**config.mk**
```make
export PLATFORM = sky130hd
export DESIGN_NAME = zl_gf_mul
export DESIGN_NICKNAME = d
export VERILOG_FILES = /design/src/rtl/zl_rs_checker.sv
export SDC_FILE = /design/constraint.sdc
export NUM_CORES = 1
export LEC_CHECK = 0
export ABC_AREA = 0
export ABC_CLOCK_PERIOD_IN_PS = 2900
export CORE_MARGIN = 2
export CORE_UTILIZATION = 45
export DETAILED_ROUTE_END_ITERATION = 6
export PLACE_DENSITY = 0.71
export SYNTH_ARGS = -nofsm -noshare
export SYNTH_HDL_FRONTEND = slang
export SYNTH_SLANG_ARGS = --single-unit
```
**constraint.sdc**
```tcl
create_clock -name vclk -period 2.9
set_input_delay 0.58 -clock vclk [all_inputs]
set_output_delay 0.58 -clock vclk [all_outputs]
set_load 0.005 [all_outputs]
```
**src/rtl/zl_rs_checker.sv**
```systemverilog
// zl_rs_checker: receive-side Reed-Solomon syndrome checker.
//   Takes one N-symbol codeword per pass, one symbol per transfer. The first
//   symbol received is the highest-order coefficient. The K message symbols are
//   passed straight through to downstream with no added latency. The N-K check
//   symbols are consumed without any backpressure. Each syndrome is built by
//   Horner evaluation at one generator root. At the end of every codeword the
//   block reports pass/fail. It detects errors only; it does not correct them.
//
// Ports:
//   clk, rst_n                 clock, asynchronous active-low reset
//   data_in_req/ack/data_in    upstream symbol stream
//   data_out_req/ack/data_out  downstream message-symbol stream
//   chk_valid                  one-cycle pulse after the last codeword symbol
//   chk_err                    1 = some syndrome was nonzero (held between pulses)
//   syndromes                  final syndromes, packed like Roots, held between pulses
//   err_cnt                    saturating count of failed codewords
//
// Build option: define ZL_RS_CHECKER_ERR_CNT_EN to implement err_cnt.
// Without it, err_cnt is tied to zero.

module zl_gf_mul #(
  parameter int unsigned M       = 8,
  parameter int unsigned Gf_poly = 285
) (
  input  logic [M-1:0] a_i,
  input  logic [M-1:0] b_i,
  output logic [M-1:0] p_o
);
  localparam logic [M-1:0] POLY = Gf_poly[M-1:0];

  // Shift-and-add multiply. The field polynomial is folded in on every shift.
  always_comb begin
    logic [M-1:0] aa;
    aa  = a_i;
    p_o = '0;
    for (int unsigned k = 0; k < M; k++) begin
      if (b_i[k]) p_o = p_o ^ aa;
      aa = aa[M-1] ? ((aa << 1) ^ POLY) : (aa << 1);
    end
  end
endmodule


```
# --- After elaboration in Yosys (flattened, before gate mapping) ---
# Cells that the tools add are included.
totals:
  regBits: 0
  elab_cells: 29
  output_inout_bits: 8
  inputBits: 16
classes:
  n_mux: 15
  n_bitwise: 14
ops:
  columns: ["op", "n"]
  rows:
  - ["$mux W8", 8]
  - ["$xor A8 B8 Y8", 7]
  - ["$mux W5", 7]
  - ["$not A4 Y4", 7]

# --- Longest topological paths before layout ---
depth:
  word_depth: 16
  depth_mapped: 7
  mapped_depth_nobuf: 6

# --- Worst setup path before layout ---
# OpenSTA, ideal clock, no wires.
synth_timing:
  path_type: "input to output"
  start: "in a_i[3]"
  end: "out p_o[3]"
  stages: 7
  required_time_ps: 2320
  n_path_buf: 1
  t_arrival_ps: 1960
  path_slack_ps: 360
  path_cell_list: "buf_2 xnor2_1 xnor2_1 nand2_1 xnor2_1 xnor2_1 xnor3_1"
synth_between:
  elab_chain_cells: 15
  word_cells_on_any_way: 20
  cone_classes: "mux (11); bitwise (9)"
synth_lines:
  columns: ["item", "line_no", "source"]
  rows:
  - ["from (decl)", "25", "input logic [M-1:0] a_i,"]
  - ["$mux W8", "37", "if (b_i[k]) p_o = p_o ^ aa;"]
  - ["$xor A8 B8 Y8", "37", null]
  - ["$mux W8", "37", null]
  - ["$xor A8 B8 Y8", "37", null]
  - ["$mux W8", "37", null]
  - ["$xor A8 B8 Y8", "37", null]
  - ["$mux W8", "37", null]
  - ["$xor A8 B8 Y8", "37", null]
  - ["$mux W8", "37", null]
  - ["$xor A8 B8 Y8", "37", null]
  - ["$mux W8", "37", null]
  - ["$xor A8 B8 Y8", "37", null]
  - ["$mux W8 (*)", "37", null]
  - ["$xor A8 B8 Y8", "37", null]
  - ["$mux W8 (*)", "37", null]
  - ["to (decl)", "27", "output logic [M-1:0] p_o"]
# Mark *: on every way between the ends. The rest lies on a longest branch, timed or not.

# --- Final worst setup path ---
layout_timing:
  start: "in b_i[2]"
  end: "out p_o[0]"
layout_between:
  elab_chain_cells: 11
layout_lines:
  columns: ["item", "line_no", "source"]
  rows:
  - ["from (decl)", "26", "input logic [M-1:0] b_i,"]
  - ["$mux W8 (*)", "37", null]
  - ["$xor A8 B8 Y8", "37", null]
  - ["$mux W8 (*)", "37", null]
  - ["$xor A8 B8 Y8", "37", null]
  - ["$mux W8 (*)", "37", null]
  - ["$xor A8 B8 Y8", "37", null]
  - ["$mux W8 (*)", "37", null]
  - ["$xor A8 B8 Y8", "37", null]
  - ["$mux W8 (*)", "37", null]
  - ["$xor A8 B8 Y8", "37", null]
  - ["$mux W8 (*)", "37", null]
# Marks and branches as above.

==> results.cfg <==
[die]
fp.dieH_um = 55.1
placementRows = 18
io_pins = 24
die_area_um2 = 3040
start_util_pct = 47.4
core_um2 = 2480
die_w_um = 55.1

[logic_synthesis]
synth_seq_area_share_pct = 0
synth_warnings = 0
ys_types = 23
syn_inst = 165
syn_nets = 181
avgSynthCellArea_um2 = 7.12
synthesis.area_um2 = 1170

[global_routing]
grt_pass1_vias = 1314
grt_use_total_pct = 25.8
antenna_found_initial = 0
grt-ovfl-total = 0
grt_pass1_wl_um = 5660
grt_max_degree = 13

[hold_path]
min_from = a_i[4]
hold_class = input port to primary output

[sta]
finalSetupViolations = 0
slew_viol_final = 0
slew_headroom_pct = 77.7
finalCritPeriodShare_pct = 97.9
period_needed_ns = 2.84
max_freq_ghz = 0.352
tightest_slew_ns = 0.333
fin_setup_tns_ns = 0
hold_viol = 0
rsz0062_at_grt = true

[flow_run]
drv_cap = 0

[routing]
vias = 1284
wl_um = 3670
ant_nets = 0
dr.pass1.iters = 4
drt_iter0_drc = 17
drc_errors = 0
wl_per_cell_um = 14.3
vias_per_cell = 5.02

[final_layout]
nets = 244
clock_buffers = 0
layout_commonest_cell = nand2_1
final_layout_size_suffix_gt1_share_pct = 40.3
syn_to_final_growth_pct = 65.3
utilization_pct = 78.4
register_area_um2 = 0
nFillCells = 179
fin_area_um2 = 1940
n_antenna_cell = 0
most-common-layout-cells = nand2_1 (49), buf_4 (41), xnor2_1 (40), xor2_1 (14), xnor2_2 (11)
seq_cell_count = 0
final_cells = 256

[place]
place_congestion = 0.918
place_area_um2 = 1680
hpwl_um = 2560
place_inst = 246
numPortBuffers = 24

[setup_path]
crit_start = b_i[2]
cp-end-kind = primary output
path_class = input port to primary output
crit_arrival_ns = 2.26
crit_path_start_kind = input port
critPathRequiredTime_ns = 2.32
cp_max_fo = 7

[power_and_ir_drop]
p_per_area_nw_per_um2 = 345
cellLeakagePower_uw = 0.000890
ir_drop_uv = 286

[run_status]
status = complete, no violations
-- timing repair --
action | 4_1_cts | 5_1_grt
pin swaps | 30 | 11
resized for setup | 60 | 26
hold buffers | 0 | 0
setup buffers | 11 | 1
endpoints found under the setup margin | 8 | 8
-- cell families after synthesis --
kind of cell | Yosys count | synth area share (%)
multiplexers | 3 | 2.66
AO/OA/AOI/OAI | 8 | 4.47
buffers and inverters | 16 | 7.14
XOR/XNOR | 77 | 65.3
AND/OR/NAND/NOR | 61 | 20.4
-- area by class of cell --
type	count	area, um2	share of cell area, %
Multi-Input combinational cell	149	1270	65.5
Timing Repair Buffer	74	621	32.0
Tap cell	30	37.5	1.93
Inverter	3	11.3	0.580
-- worst max-delay path, cell delays in order --
cell             delay [ns]
clkdlybuf4s50_1        0.50
buf_4                  0.19
nand2_1                0.11
xnor2_2                0.20
xnor2_2                0.14
xnor2_1                0.15
xnor2_1                0.13
dlygate4sd2_1          0.25
-- Yosys cell counts (all sizes together) --
cell type  count  area, um2
xnor2         53        464
nand2         52        195
xor2          23        280
clkbuf         7       26.3
buf            6       46.3
nor2           4       15.0
inv            3       11.3
nand2b         3       18.8
a22oi          2       15.0
mux2i          2       20.0
o21ai          2       10.0
a211oi         1       7.51
a21oi          1       5.00
a2bb2oi        1       8.76
a31oi          1       6.26
mux2           1       11.3
nor2b          1       6.26
nor3           1       5.00
xnor3          1       22.5
-- power breakdown --
part | switching, uW | total [uW] | internal [uW]
combinational | 286 | 670 | 384
sequential | 0 | 0 | 0
clock | 0 | 0 | 0
-- stage by stage --
step / worst slack, ns / power [uW] / hold slack (ns)
2_1_floorplan: 0.360 / 366 / 1.52
3_3_place_gp: -0.569 / 618 / 2.52
3_5_place_dp: -0.626 / 630 / 2.54
4_1_cts: 0.00143 / 642 / 2.07
5_1_grt: -0.0292 / 730 / 1.94
6_report: 0.0599 / 670 / 1.89
-- layer usage --
metal / up-vias / track usage, % / share of wire (%)
li1: 619 / - / -
met2: 53 / 52.6 / 56
met1: 608 / 28.4 / 37
met5: - / 0 / 0
met4: 0 / 4.47 / 0.98
met3: 4 / 2.42 / 5.7
-- path summary, 6_finish.rpt --
kind                  endpoint  cells after the start  slack, ns
worst max-delay path    p_o[0]                      8       0.06
worst min-delay path    p_o[3]                      6       1.89
(Power assumes the default switching activity.)
